==> src/rtl/multicycle_control.sv <==
// Multi-cycle sequencer: FETCH/DECODE/EXEC/MEM/WB with programmable memory latency.
// Strobes are one-cycle Moore outputs; selects are levels decoded from the latched instruction.
module multicycle_control #(
    parameter int unsigned MEM_LAT = 2
) (
    input  logic        clk,
    input  logic        reset,
    input  logic [31:0] instruction,
    input  logic        negative,
    input  logic        overflow,
    input  logic        zero,
    input  logic        carry_out,
    input  logic        zero_alu,
    input  logic        stall,
    output logic [2:0]  aluop,
    output logic        reg2loc,
    output logic        alusrc,
    output logic        addi,
    output logic        byteop,
    output logic        mov,
    output logic        movk,
    output logic        mem2reg,
    output logic        uncondbr,
    output logic        regwr,
    output logic        memwr,
    output logic        setflags,
    output logic        setzeroflag,
    output logic        brtaken,
    output logic        pcwr,
    output logic        irwr,
    output logic        memrd,
    output logic        illegal,
    output logic [2:0]  state,
    output logic [31:0] retired
);

    localparam logic [2:0] StFetch  = 3'd0;
    localparam logic [2:0] StDecode = 3'd1;
    localparam logic [2:0] StExec   = 3'd2;
    localparam logic [2:0] StMem    = 3'd3;
    localparam logic [2:0] StWb     = 3'd4;
    localparam logic [2:0] StHalt   = 3'd7;

    localparam logic [3:0] CntLast = 4'(MEM_LAT - 1);

    logic [2:0]  state_q, state_d;
    logic [3:0]  cnt_q, cnt_d;
    logic        illegal_q, illegal_d;
    logic [31:0] retired_q, retired_d;

    logic op_b, op_bcond, op_cbz, op_addi, op_adds, op_subs;
    logic op_ldur, op_stur, op_ldurb, op_sturb, op_movz, op_movk;
    logic is_load, is_store, is_mem, is_branch, is_legal, cond_true;
    logic cnt_last, sel_en, active;

    logic pcwr_raw, irwr_raw, regwr_raw, memwr_raw, setflags_raw, brtaken_raw, memrd_raw;

    logic unused_inputs;
    assign unused_inputs = ^{carry_out, instruction[20:5]};

    always_comb begin
        op_b      = (instruction[31:26] == 6'b000101);
        op_bcond  = (instruction[31:24] == 8'b01010100);
        op_cbz    = (instruction[31:24] == 8'b10110100);
        op_addi   = (instruction[31:22] == 10'b1001000100);
        op_adds   = (instruction[31:21] == 11'b10101011000);
        op_subs   = (instruction[31:21] == 11'b11101011000);
        op_ldur   = (instruction[31:21] == 11'b11111000010);
        op_stur   = (instruction[31:21] == 11'b11111000000);
        op_ldurb  = (instruction[31:21] == 11'b00111000010);
        op_sturb  = (instruction[31:21] == 11'b00111000000);
        op_movz   = (instruction[31:23] == 9'b110100101);
        op_movk   = (instruction[31:23] == 9'b111100101);
        is_load   = op_ldur | op_ldurb;
        is_store  = op_stur | op_sturb;
        is_mem    = is_load | is_store;
        is_branch = op_b | op_bcond | op_cbz;
        is_legal  = is_branch | is_mem | op_addi | op_adds | op_subs | op_movz | op_movk;
        // Only EQ and LT are implemented; other condition codes fall through as not taken.
        cond_true = ((instruction[4:0] == 5'b00000) & zero) |
                    ((instruction[4:0] == 5'b01011) & (negative ^ overflow));
    end

    assign cnt_last = (cnt_q == CntLast);
    assign sel_en   = (state_q == StDecode) | (state_q == StExec) |
                      (state_q == StMem) | (state_q == StWb);
    assign active   = reset & ~stall;

    always_comb begin
        pcwr_raw     = 1'b0;
        irwr_raw     = 1'b0;
        regwr_raw    = 1'b0;
        memwr_raw    = 1'b0;
        setflags_raw = 1'b0;
        brtaken_raw  = 1'b0;
        memrd_raw    = 1'b0;
        case (state_q)
            StFetch: begin
                memrd_raw = 1'b1;
                irwr_raw  = cnt_last;
            end
            StExec: begin
                setflags_raw = op_adds | op_subs;
                if (is_branch) begin
                    pcwr_raw    = 1'b1;
                    brtaken_raw = op_b | (op_bcond & cond_true) | (op_cbz & zero_alu);
                end
            end
            StMem: begin
                memrd_raw = is_load;
                if (is_store && cnt_last) begin
                    memwr_raw = 1'b1;
                    pcwr_raw  = 1'b1;
                end
            end
            StWb: begin
                regwr_raw = 1'b1;
                pcwr_raw  = 1'b1;
            end
            default: ;
        endcase
    end

    always_comb begin
        state_d   = state_q;
        cnt_d     = cnt_q;
        illegal_d = illegal_q;
        retired_d = retired_q;
        if (!stall) begin
            case (state_q)
                StFetch: begin
                    if (cnt_last) begin
                        cnt_d   = 4'd0;
                        state_d = StDecode;
                    end else begin
                        cnt_d = cnt_q + 4'd1;
                    end
                end
                StDecode: begin
                    if (!is_legal) begin
                        state_d   = StHalt;
                        illegal_d = 1'b1;
                    end else begin
                        state_d = StExec;
                    end
                end
                StExec: begin
                    if (is_branch) begin
                        state_d = StFetch;
                    end else if (is_mem) begin
                        state_d = StMem;
                        cnt_d   = 4'd0;
                    end else begin
                        state_d = StWb;
                    end
                end
                StMem: begin
                    if (cnt_last) begin
                        cnt_d   = 4'd0;
                        state_d = is_load ? StWb : StFetch;
                    end else begin
                        cnt_d = cnt_q + 4'd1;
                    end
                end
                StWb:    state_d = StFetch;
                StHalt:  state_d = StHalt;
                default: state_d = StFetch;
            endcase
            // The final pcwr of an instruction is also its retirement.
            if (pcwr_raw) begin
                retired_d = retired_q + 32'd1;
            end
        end
    end

    always_ff @(posedge clk or negedge reset) begin
        if (!reset) begin
            state_q   <= StFetch;
            cnt_q     <= 4'd0;
            illegal_q <= 1'b0;
            retired_q <= 32'd0;
        end else begin
            state_q   <= state_d;
            cnt_q     <= cnt_d;
            illegal_q <= illegal_d;
            retired_q <= retired_d;
        end
    end

    always_comb begin
        aluop = 3'b000;
        if (sel_en) begin
            if (op_subs) begin
                aluop = 3'b011;
            end else if (op_addi | op_adds | is_mem) begin
                aluop = 3'b010;
            end
        end
    end

    assign reg2loc  = sel_en & (op_cbz | is_store);
    assign alusrc   = sel_en & op_addi;
    assign addi     = sel_en & op_addi;
    assign byteop   = sel_en & (op_ldurb | op_sturb);
    assign mov      = sel_en & (op_movz | op_movk);
    assign movk     = sel_en & op_movk;
    assign mem2reg  = sel_en & is_load;
    assign uncondbr = sel_en & op_b;

    assign pcwr        = active & pcwr_raw;
    assign irwr        = active & irwr_raw;
    assign regwr       = active & regwr_raw;
    assign memwr       = active & memwr_raw;
    assign setflags    = active & setflags_raw;
    // The zero flag is updated in the same cycle as the full flag set.
    assign setzeroflag = active & setflags_raw;
    assign brtaken     = active & brtaken_raw;
    assign memrd       = active & memrd_raw;

    assign illegal = illegal_q;
    assign state   = state_q;
    assign retired = retired_q;

endmodule

==> config.mk <==
export PLATFORM = sky130hd
export DESIGN_NAME = multicycle_control
export DESIGN_NICKNAME = d
export VERILOG_FILES = /design/src/rtl/multicycle_control.sv
export SDC_FILE = /design/constraint.sdc
export NUM_CORES = 1
export LEC_CHECK = 0
export ABC_CLOCK_PERIOD_IN_PS = 5900
export BUFFER_PORTS_ARGS = -buffer_cell sky130_fd_sc_hd__buf_2
export CAP_MARGIN = 0
export CORE_MARGIN = 2
export CORE_UTILIZATION = 50
export DETAILED_ROUTE_END_ITERATION = 10
export GPL_ROUTABILITY_DRIVEN = 0
export PLACE_DENSITY = 0.79
export SYNTH_ARGS = -nofsm -noshare
export SYNTH_HDL_FRONTEND = slang
export SYNTH_SLANG_ARGS = --single-unit
==> constraint.sdc <==
create_clock -name clk -period 5.9 [get_ports clk]
set_clock_uncertainty 0.15 [all_clocks]
set_input_delay 0.295 -clock clk [delete_from_list [all_inputs] [get_ports clk]]
set_output_delay 0.295 -clock clk [all_outputs]
set_load 0.01 [all_outputs]
==> PnR_summary.wiki, run 1 <==
{| class="wikitable"
! Metric !! Value
|-
| Run status || finished with violations
|-
| Failing checks || hold timing
|-
| Synthesis Warnings || 0
|-
| Post-synth net total || 335
|-
| DR vias/cell || 5.707
|-
| Die Area || 6093 sq um
|-
| Fraction of layout cells with a size suffix above 1 || 29.17%
|-
| Top library cells by usage in the layout, fill and taps aside || buf_2 (76), dfrtp_1 (40), xor2_1 (31)
|-
| Number of global-route vias before repair || 2,241
|-
| Clock latency on the worst-skew pair || 0.29 ns
|-
| Mapped cell area || 2743 sq um
|-
| Highest Clock Rate || 312.7 MHz
|-
| Number of enable flip-flop cells after synthesis || 0
|-
| Count of final hold-check violations || 30
|-
| Maximum fanout along the worst path || 31
|-
| Number of register bits inferred by synthesis || 40
|-
| Number of diodes added for antenna fixing || 0
|-
| Sum of negative setup slack || 0 ns
|-
| Via count of the routed design || 2,454
|-
| DRT Wirelength || 6.215 mm
|-
| Number of nets with antenna violations after detailed routing || 0
|-
| I/O Pins || 95
|-
| R2R cell count || 6
|-
| Die outline width || 78.06 microns
|-
| Clock H-tree levels || 2
|-
| Slew headroom || 39.12%
|-
| Slowest stage cell on the critical path || or4b_4
|-
| Peak supply drop || 0.0001668 V
|-
| Tot GR Track Use || 21.29%
|-
| Count of distinct cell types in the synthesized netlist || 50
|-
| Critical path buffers and inverters || 2
|-
| Routed wire length per instance || 14.45 microns
|-
| Post-detailed-placement half-perimeter wirelength || 4.437 mm
|-
| Critical register-to-register path endpoint || retired[1]$_DFFE_PN0P_
|-
| Max-cap violations || 0
|-
| Worst path max stage delay || 0.59 ns
|-
| DR pass1 iterations || 5
|-
| Crit end category || output pin
|-
| Buffers added on ports || 76
|-
| Final-stage net count || 401
|-
| Most frequent standard cell in the layout excluding fill and tap cells || buf_2
|-
| Dpl cell area || 3127 sq um
|-
| R2R Setup Slk || 3.11 ns
|-
| Number of max-slew violations in the final report || 0
|-
| CTS tree || built
|-
| Drt initial violations || 150
|-
| Final cell area excluding filler cells || 3208 sq um
|-
| Number of hold-repair buffers added at the cts stage || 0
|-
| Final setup fails || 0
|-
| Fraction of registers with async set/reset || 100.0%
|-
| First-pass GRT wire length || 10.67 mm
|-
| Starting utilization of the core area || 52.69%
|-
| Clock-pin slew on the worst setup and hold paths || 0.07 ns
|-
| Core Box Area || 5205 sq um
|-
| Antenna violations before repair || 0
|-
| Startpoint kind of the worst setup timing path || flop
|-
| Worst hold margin || -0.01736 ns
|-
| Top FF cell, synth || dfrtp_1
|-
| Fraction of the yosys area taken by sequential cells || 36.50%
|-
| Cell count after synthesis || 294
|-
| Buffers from clock root to sink, at most || 2
|-
| Worst-Margin Slew || 0.9132 ns
|-
| Number of instances resized during post-cts repair || 0
|-
| Stages on worst setup path || 7
|-
| Clock root buffer master || clkbuf_8
|-
| Number of sinks on the clock net || 40
|-
| Cell class contributing the biggest share of worst-path delay || simple AND/OR/NAND/NOR gates
|-
| Setup repair after global routing missed its margin || no
|-
| Total setup buffers inserted after CTS || 0
|-
| Min-delay worst type || input port to async pin
|-
| Worst r2r src || cnt_q[1]$_DFFE_PN0P_
|-
| Leakage power total || 1.377 nW
|-
| Largest net degree at the start of global routing || 43
|-
| Min Tclk post-route || 3.198 ns
|-
| Row cnt || 26
|-
| Critical-path cell list || or4b_4 > or3b_1 > o21a_1 > buf_4 > a21oi_1 > and2_1 > buf_2
|-
| Remaining global-route overflow || 0
|-
| Part of the cycle the worst path needs || 54.21%
|-
| Arrival time at the worst endpoint || 2.75 ns
|-
| Type of the setup path with the least slack || flop to output pin
|-
| Height of the chip || 78.06 microns
|-
| Area growth from synthesis to layout || 16.97%
|-
| Number of remaining DRC errors || 0
|-
| Required arrival time at the worst endpoint || 5.45 ns
|-
| Clock buffers created by TritonCTS || 5
|-
| Mean instance size in the synthesized netlist || 9.329 sq um
|-
| Total power divided by cell area || 283.7 nW/um^2
|}
-- cell type report --
type,instances,area [sq um]
repair buffers,78,395.4
fillers,457,1997
flip-flops and latches,40,1001
well taps,70,87.58
multi-input cells,223,1598
clock inverters,2,12.51
inverters,12,45.04
clock buffers,5,68.82
-- stage by stage --
stage	total power [mW]	std cells	util (%)	worst slack (ns)	hold slack (ns)
floorplan	0.6385	294	-	3.437	-0.1506
global placement	0.7310	423	60.07	2.933	0.2906
detailed placement	0.7405	423	60.07	2.928	0.3029
CTS	0.9176	430	61.63	2.707	0.01074
global route	0.9758	430	61.63	2.585	0.05419
finish	0.9101	430	61.63	2.702	-0.01736
-- flip-flops by register name, indices dropped and copies added, names as in the netlist --
name and cells:
retired 32, state 3, cnt_q 4, illegal 1
-- worst max path at each step --
stage | from | to | slack (ns)
after floorplan | cnt_q[1]$_DFFE_PN0P_ | retired[22]$_DFFE_PN0P_ | 3.44
after global placement | instruction[30] | pcwr | 2.93
after detailed placement | instruction[30] | pcwr | 2.93
after CTS | cnt_q[1]$_DFFE_PN0P_ | pcwr | 2.71
after global routing | cnt_q[1]$_DFFE_PN0P_ | pcwr | 2.58
final | cnt_q[1]$_DFFE_PN0P_ | pcwr | 2.70
-- per-layer routing --
metal  GRT usage, %  share of wire, %  vias up
li1               -                 -     1218
met1          30.19                48     1154
met2          33.88                45       75
met3          3.678               5.4        7
met4          5.789               1.2        0
met5              0                 0        -
-- power breakdown --
part	total, mW	internal, mW	leakage [nW]	switching (mW)
Clock	0.173	0.0800	0.0400	0.0934
Sequential	0.400	0.319	0.479	0.0811
Combinational	0.337	0.140	0.858	0.197
-- synth_stat cells (3+ instances only) --
cell type	n	area (sq um)
nor4_1	4	25.02
nor2_1	17	63.81
o21ai_0	7	35.03
buf_4	3	22.52
nand3_1	16	80.08
a21oi_1	11	55.05
xor2_1	31	271.5
dfrtp_1	40	1001
nand2_1	26	97.59
inv_1	12	45.04
nor3b_1	3	22.52
and3b_1	3	26.28
a2111oi_2	14	210.2
a211oi_1	13	97.59
clkbuf_1	10	37.54
or3_1	4	25.02
nand4_1	11	68.82
a21o_1	4	30.03
nor4b_1	3	26.28
nand2b_1	4	25.02
and2_1	3	18.77
nor2b_1	5	31.28
buf_1	3	11.26
xnor2_1	5	43.79
nor3_1	10	50.05
and3_1	3	18.77
-- cells by family after synthesis --
| kind of cell | share of synthesized area (%) |
|---|---|
| flip-flops | 36.50 |
| other | 0.1367 |
| XOR/XNOR | 11.50 |
| multiplexers | 0.4106 |
| buffers and inverters | 5.246 |
| AO/OA/AOI/OAI | 21.08 |
| adder cells (fa/ha/maj) | 0.4561 |
| AND/OR/NAND/NOR | 24.68 |
-- worst register-to-register path, stage by stage (launching register included) --
cell	delay (ns)
dfrtp_1	0.42
or4b_4	0.59
or3b_1	0.39
o21a_1	0.18
buf_4	0.26
a21oi_1	0.32
mux2_2	0.37
(Power assumes the default switching activity.)
==> run 2, diff against run 1 <==
Settings changed: ABC_CLOCK_PERIOD_IN_PS 5900 to 2900, CORE_UTILIZATION 50 to 46, PLACE_DENSITY 0.79 to 0.76.
Clock period 5.9 ns to 2.9 ns, I/O delays scaled along.
==> run 2 against run 1 <==
Effect of this change: the flow now finishes without violations; sequential share of layout area fell by 1.0 points; clock-buffer cell count grew 3; global-route usage shrank 1.8 points; first-iteration DRC count grew 35%; core utilization is 4.9 points lower; die area grew 8.2%.
==> PnR_summary.wiki, run 2 (synthesis results as in run 1) <==
{| class="wikitable"
! Metric !! Value
|-
| Clock H-tree levels || 2
|-
| Design Power || 1.956 mW
|-
| Via count of the routed design || 2,518
|-
| Worst-Margin Slew || 0.7857 ns
|-
| Clock buffers created by TritonCTS || 5
|-
| Drt initial violations || 203
|-
| Final-stage net count || 411
|-
| Largest register FFs || 32
|-
| Area growth from synthesis to layout || 20.94%
|-
| Post-placement cell count || 437
|-
| Cell class contributing the biggest share of worst-path delay || simple AND/OR/NAND/NOR gates
|-
| Die Area || 6596 sq um
|-
| Number of nets with antenna violations after detailed routing || 0
|-
| Fraction of layout cells with a size suffix above 1 || 30.73%
|-
| Slowest stage cell on the critical path || or4b_4
|-
| Max-cap violations || 0
|-
| Height of the chip || 81.22 microns
|-
| Startpoint kind of the worst setup timing path || flop
|-
| Number of max-slew violations in the final report || 0
|-
| Type of the setup path with the least slack || flop to output pin
|-
| Critical path buffers and inverters || 1
|-
| Required arrival time at the worst endpoint || 2.61 ns
|-
| Row cnt || 28
|-
| Clock root buffer master || clkbuf_8
|-
| Starting utilization of the core area || 46.88%
|-
| Leakage power total || 1.437 nW
|-
| Total power divided by cell area || 589.6 nW/um^2
|-
| DRT Wirelength || 6.285 mm
|-
| Crit end category || output pin
|-
| DR pass1 iterations || 4
|-
| CTS tree || built
|-
| Critical-path cell list || or4b_4 > or3b_1 > o21a_1 > a21oi_2 > and2_1 > buf_2
|-
| Core Box Area || 5851 sq um
|-
| Part of the cycle the worst path needs || 95.40%
|-
| Footprint of the flip-flops and latches || 1001 sq um
|-
| Routed wire length per instance || 14.09 microns
|-
| Number of global-route vias before repair || 2,115
|-
| Remaining global-route overflow || 0
|-
| Number of diodes added for antenna fixing || 0
|-
| Number of sinks on the clock net || 40
|-
| Peak supply drop || 0.0005139 V
|-
| Min Tclk post-route || 2.767 ns
|-
| Clock-pin slew on the worst setup and hold paths || 0.08 ns
|-
| Highest Clock Rate || 361.4 MHz
|-
| I/O Pins || 95
|-
| Non-filler cells, final || 446
|-
| Total setup buffers inserted after CTS || 0
|-
| First-pass GRT wire length || 10.08 mm
|-
| Buffers added on ports || 76
|-
| Final setup fails || 0
|-
| Clock latency on the worst-skew pair || 0.30 ns
|-
| Fillers || 529
|-
| Slew headroom || 47.62%
|-
| Run status || complete, no violations
|-
| Min-delay worst type || flop to flop
|-
| Tot GR Track Use || 19.53%
|-
| Most frequent standard cell in the layout excluding fill and tap cells || buf_2
|-
| Maximum fanout along the worst path || 5
|-
| Combined area of the multi-input logic cells || 1602 sq um
|-
| Top library cells by usage in the layout, fill and taps aside || buf_2 (76), dfrtp_1 (40), xor2_1 (31)
|-
| Buffers from clock root to sink, at most || 2
|-
| Antenna violations before repair || 0
|-
| Setup repair after global routing missed its margin || no
|-
| Largest net degree at the start of global routing || 42
|-
| Arrival time at the worst endpoint || 2.47 ns
|-
| DR vias/cell || 5.646
|-
| Sum of negative setup slack || 0 ns
|-
| Post-detailed-placement half-perimeter wirelength || 4.571 mm
|-
| Worst path max stage delay || 0.59 ns
|-
| Count of final hold-check violations || 0
|-
| Number of remaining DRC errors || 0
|-
| Die outline width || 81.22 microns
|}
## run 2: cell count changes in the layout (fill, tap and decap cells not counted)
cell           previous run  this run
buf_4                     2        10
clkbuf_1                  0         2
a21oi_1                  11        10
a21oi_2                   0         1
buf_12                    0         1
clkbuf_8                  5         6
clkinv_2                  1         0
clkinvlp_4                1         0
dlygate4sd3_1             0         1
## run 2: metal layers
metal,up-vias,part of all wire [%],track usage (%)
met1,1207,46,28.29
met5,-,0,0
li1,1237,-,-
met4,0,1.3,6.610
met3,7,4.7,3.111
met2,67,48,29.59
## run 2: path summary, 6_finish.rpt
path / from / to / slack, ns / depth (start not counted)
setup / recovery: cnt_q[1]$_DFFE_PN0P_ / pcwr / 0.13 / 6
hold reg to reg: illegal$_DFFE_PN0P_ / illegal$_DFFE_PN0P_ / 0.31 / 1
setup reg to reg: cnt_q[1]$_DFFE_PN0P_ / retired[28]$_DFFE_PN0P_ / 0.20 / 6
hold / removal: illegal$_DFFE_PN0P_ / illegal$_DFFE_PN0P_ / 0.31 / 1
min in group asynchronous: reset / retired[25]$_DFFE_PN0P_ / 0.34 / 3
max in group asynchronous: reset / retired[6]$_DFFE_PN0P_ / 1.91 / 3
## run 2: final cells by class
| class | count | share of cell area, % |
|---|---|---|
| Clock buffer | 8 | 2.716 |
| Multi-Input combinational cell | 223 | 48.28 |
| Timing Repair Buffer | 88 | 14.64 |
| Tap cell | 75 | 2.829 |
| Sequential cell | 40 | 30.18 |
| Inverter | 12 | 1.358 |
## run 2: stage by stage
step / cell area (sq um) / setup slack [ns] / utilization [%] / hold slack [ns]
floorplan: 2743 / 0.4372 / - / -0.3006
global placement: 3213 / 0.2923 / 54.92 / 0.1430
detailed placement: 3213 / 0.2103 / 54.92 / 0.1537
CTS: 3313 / 0.02823 / 56.63 / 0.3114
global route: 3317 / 0.03191 / 56.69 / 0.3490
finish: 3317 / 0.1334 / 56.69 / 0.3053
## run 2: worst register-to-register path: stages (launching register included)
cell and delay [ns]:
dfrtp_1 0.43, or4b_4 0.59, or3b_1 0.40, o21a_1 0.24, buf_12 0.20, a2111oi_2 0.45, xor2_1 0.18
## run 2: repair_timing
item,in CTS,in global routing
hold buffers,1,0
endpoints found under the hold margin,40,0
resized for setup,0,1
setup endpoints to repair,0,1
## run 2: where the power goes
group          switching, mW  internal, mW
Sequential             0.110         0.650
Combinational          0.476         0.333
Clock                  0.193         0.194
Total                  0.778          1.18
==> run 3, diff against run 2 <==
Settings changed: RECOVER_POWER from default to 50, SKIP_LAST_GASP from default to 1.
==> run 3 against run 2 <==
Effect of this change: clock power hardly changed; first-iteration DRC count is 0.49% lower; clock-buffer cell count stayed put; largest power group unchanged; highest routed layer unchanged; total power is 0.71% lower; cell count stayed put; wire length is 0.21% lower; sequential share of layout area is 0.35 points higher; global-route usage stayed put; critical path depth stayed put; largest cell class unchanged; flip-flop and latch count stayed put; core utilization is 0.64 points lower; maximum frequency hardly changed.
==> PnR_summary.wiki, run 3 (synthesis results as in run 1) <==
{| class="wikitable"
! Metric !! Value
|-
| Run status || complete, no violations
|-
| Final setup fails || 0
|-
| Maximum fanout along the worst path || 5
|-
| Total power divided by cell area || 592.1 nW/um^2
|-
| Sum of negative setup slack || 0 ns
|-
| Met2 track demand over resource in global routing || 29.59%
|-
| Number of sinks on the clock net || 40
|-
| Leakage power total || 1.357 nW
|-
| Starting utilization of the core area || 46.88%
|-
| Met3 usage || 3.111%
|-
| Number of remaining DRC errors || 0
|-
| Via count of the routed design || 2,516
|-
| Startpoint kind of the worst setup timing path || flop
|-
| Largest register FFs || 32
|-
| Count of final hold-check violations || 0
|-
| Number of global-route vias before repair || 2,115
|-
| Design Power || 1.942 mW
|-
| Highest Clock Rate || 361.3 MHz
|-
| Buffers from clock root to sink, at most || 2
|-
| DR vias/cell || 5.641
|-
| Clock buffers created by TritonCTS || 5
|-
| Remaining global-route overflow || 0
|-
| Drt initial violations || 202
|-
| Max-cap violations || 0
|-
| Busiest grt layer || met2
|-
| Peak supply drop || 0.0005048 V
|-
| First-pass GRT wire length || 10.08 mm
|-
| Utilization after layout || 56.05%
|-
| Critical register-to-register path endpoint || retired[28]$_DFFE_PN0P_
|-
| CTS tree || built
|-
| Clock latency on the worst-skew pair || 0.30 ns
|-
| Hold path startpoint || illegal$_DFFE_PN0P_
|-
| Global routing usage on met1 || 28.29%
|-
| Height of the chip || 81.22 microns
|-
| Tot GR Track Use || 19.53%
|-
| Fillers || 546
|-
| Min-delay worst type || flop to flop
|-
| Most frequent standard cell in the layout excluding fill and tap cells || buf_2
|-
| Largest net degree at the start of global routing || 42
|-
| Slew headroom || 34.97%
|-
| Die Area || 6596 sq um
|-
| Worst r2r src || cnt_q[1]$_DFFE_PN0P_
|-
| Core Box Area || 5851 sq um
|-
| Fraction of layout cells with a size suffix above 1 || 23.18%
|-
| Worst-Margin Slew || 0.9755 ns
|-
| Number of cells traversed by the worst hold path || 1
|-
| Routed wire length per instance || 14.06 microns
|-
| Antenna violations before repair || 0
|-
| Type of the setup path with the least slack || flop to output pin
|-
| R2R cell count || 6
|-
| DR pass1 iterations || 4
|-
| Final-stage net count || 411
|-
| I/O Pins || 95
|-
| Non-filler cells, final || 446
|-
| R2R Setup Slk || 0.20 ns
|-
| Clock H-tree levels || 2
|-
| Clock-pin slew on the worst setup and hold paths || 0.08 ns
|-
| DRT Wirelength || 6.272 mm
|-
| Worst hold margin || 0.3095 ns
|-
| Clock root buffer master || clkbuf_8
|-
| Area growth from synthesis to layout || 19.57%
|-
| Top library cells by usage in the layout, fill and taps aside || buf_2 (48), dfrtp_1 (40), xor2_1 (31)
|-
| Arrival time at the worst endpoint || 2.47 ns
|-
| Number of diodes added for antenna fixing || 0
|-
| Number of max-slew violations in the final report || 0
|-
| Part of the cycle the worst path needs || 95.43%
|-
| Setup repair after global routing missed its margin || no
|-
| Hold path endpoint || illegal$_DFFE_PN0P_
|-
| Die outline width || 81.22 microns
|-
| Post-detailed-placement half-perimeter wirelength || 4.571 mm
|-
| Required arrival time at the worst endpoint || 2.61 ns
|-
| Min Tclk post-route || 2.767 ns
|-
| Row cnt || 28
|-
| Post-placement cell count || 437
|-
| Buffers added on ports || 76
|-
| Total setup buffers inserted after CTS || 0
|-
| Number of nets with antenna violations after detailed routing || 0
|-
| Crit end category || output pin
|}
run 3: cell types whose count changed in the layout (fill, tap and decap cells not counted):
cell      before  now
clkbuf_1       2   30
buf_2         76   48
clkbuf_2       0    1
buf_4         10    9
run 3: power by group:
| group | total (mW) | internal (mW) | switching (mW) | leakage (nW) |
|---|---|---|---|---|
| Sequential | 0.760 | 0.650 | 0.110 | 0.479 |
| Clock | 0.387 | 0.194 | 0.193 | 0.0455 |
| Combinational | 0.795 | 0.322 | 0.473 | 0.833 |
| Total | 1.94 | 1.17 | 0.776 | 1.36 |
run 3: routing by layer:
metal | routed length [microns] | share of wire (%) | vias up
met5 | 0 | 0 | -
met4 | 82 | 1.3 | 0
met3 | 328 | 5.2 | 7
met2 | 2958 | 47 | 74
met1 | 2903 | 46 | 1195
li1 | - | - | 1240
run 3: worst max path at each step:
stage / endpoint / start / depth (start not counted) / slack [ns]
6_report: pcwr / cnt_q[1]$_DFFE_PN0P_ / 6 / 0.13
5_1_grt: pcwr / cnt_q[1]$_DFFE_PN0P_ / 6 / 0.03
4_1_cts: pcwr / cnt_q[1]$_DFFE_PN0P_ / 6 / 0.03
3_5_place_dp: retired[19]$_DFFE_PN0P_ / cnt_q[1]$_DFFE_PN0P_ / 6 / 0.21
3_3_place_gp: retired[30]$_DFFE_PN0P_ / cnt_q[1]$_DFFE_PN0P_ / 6 / 0.29
2_1_floorplan: retired[22]$_DFFE_PN0P_ / cnt_q[1]$_DFFE_PN0P_ / 6 / 0.44
run 3: what timing repair did:
action                                  CTS  global route
endpoints found under the setup margin    0             1
hold buffers                              1             0
endpoints found under the hold margin    40             0
resized for setup                         0             1
run 3: cell type report:
type / instances / area [sq um] / share of cell area (%)
flip-flops and latches: 40 / 1001 / 30.52
inverters: 12 / 45.04 / 1.374
repair buffers: 88 / 447.9 / 13.66
multi-input cells: 223 / 1602 / 48.84
well taps: 75 / 93.84 / 2.861
clock buffers: 8 / 90.09 / 2.747
run 3: worst max-delay path, stage by stage, from the launching register on:
cell and delay, ns:
dfrtp_1 0.43, or4b_4 0.59, or3b_1 0.40, o21a_1 0.24, a21oi_2 0.24, and2_1 0.15
buf_2 0.13
run 3: stage by stage:
step / area (sq um) / worst slack (ns)
after floorplan: 2743 / 0.4372
after global placement: 3213 / 0.2923
after CTS: 3313 / 0.02823
after detailed placement: 3213 / 0.2103
final: 3279 / 0.1326
after global routing: 3279 / 0.02817
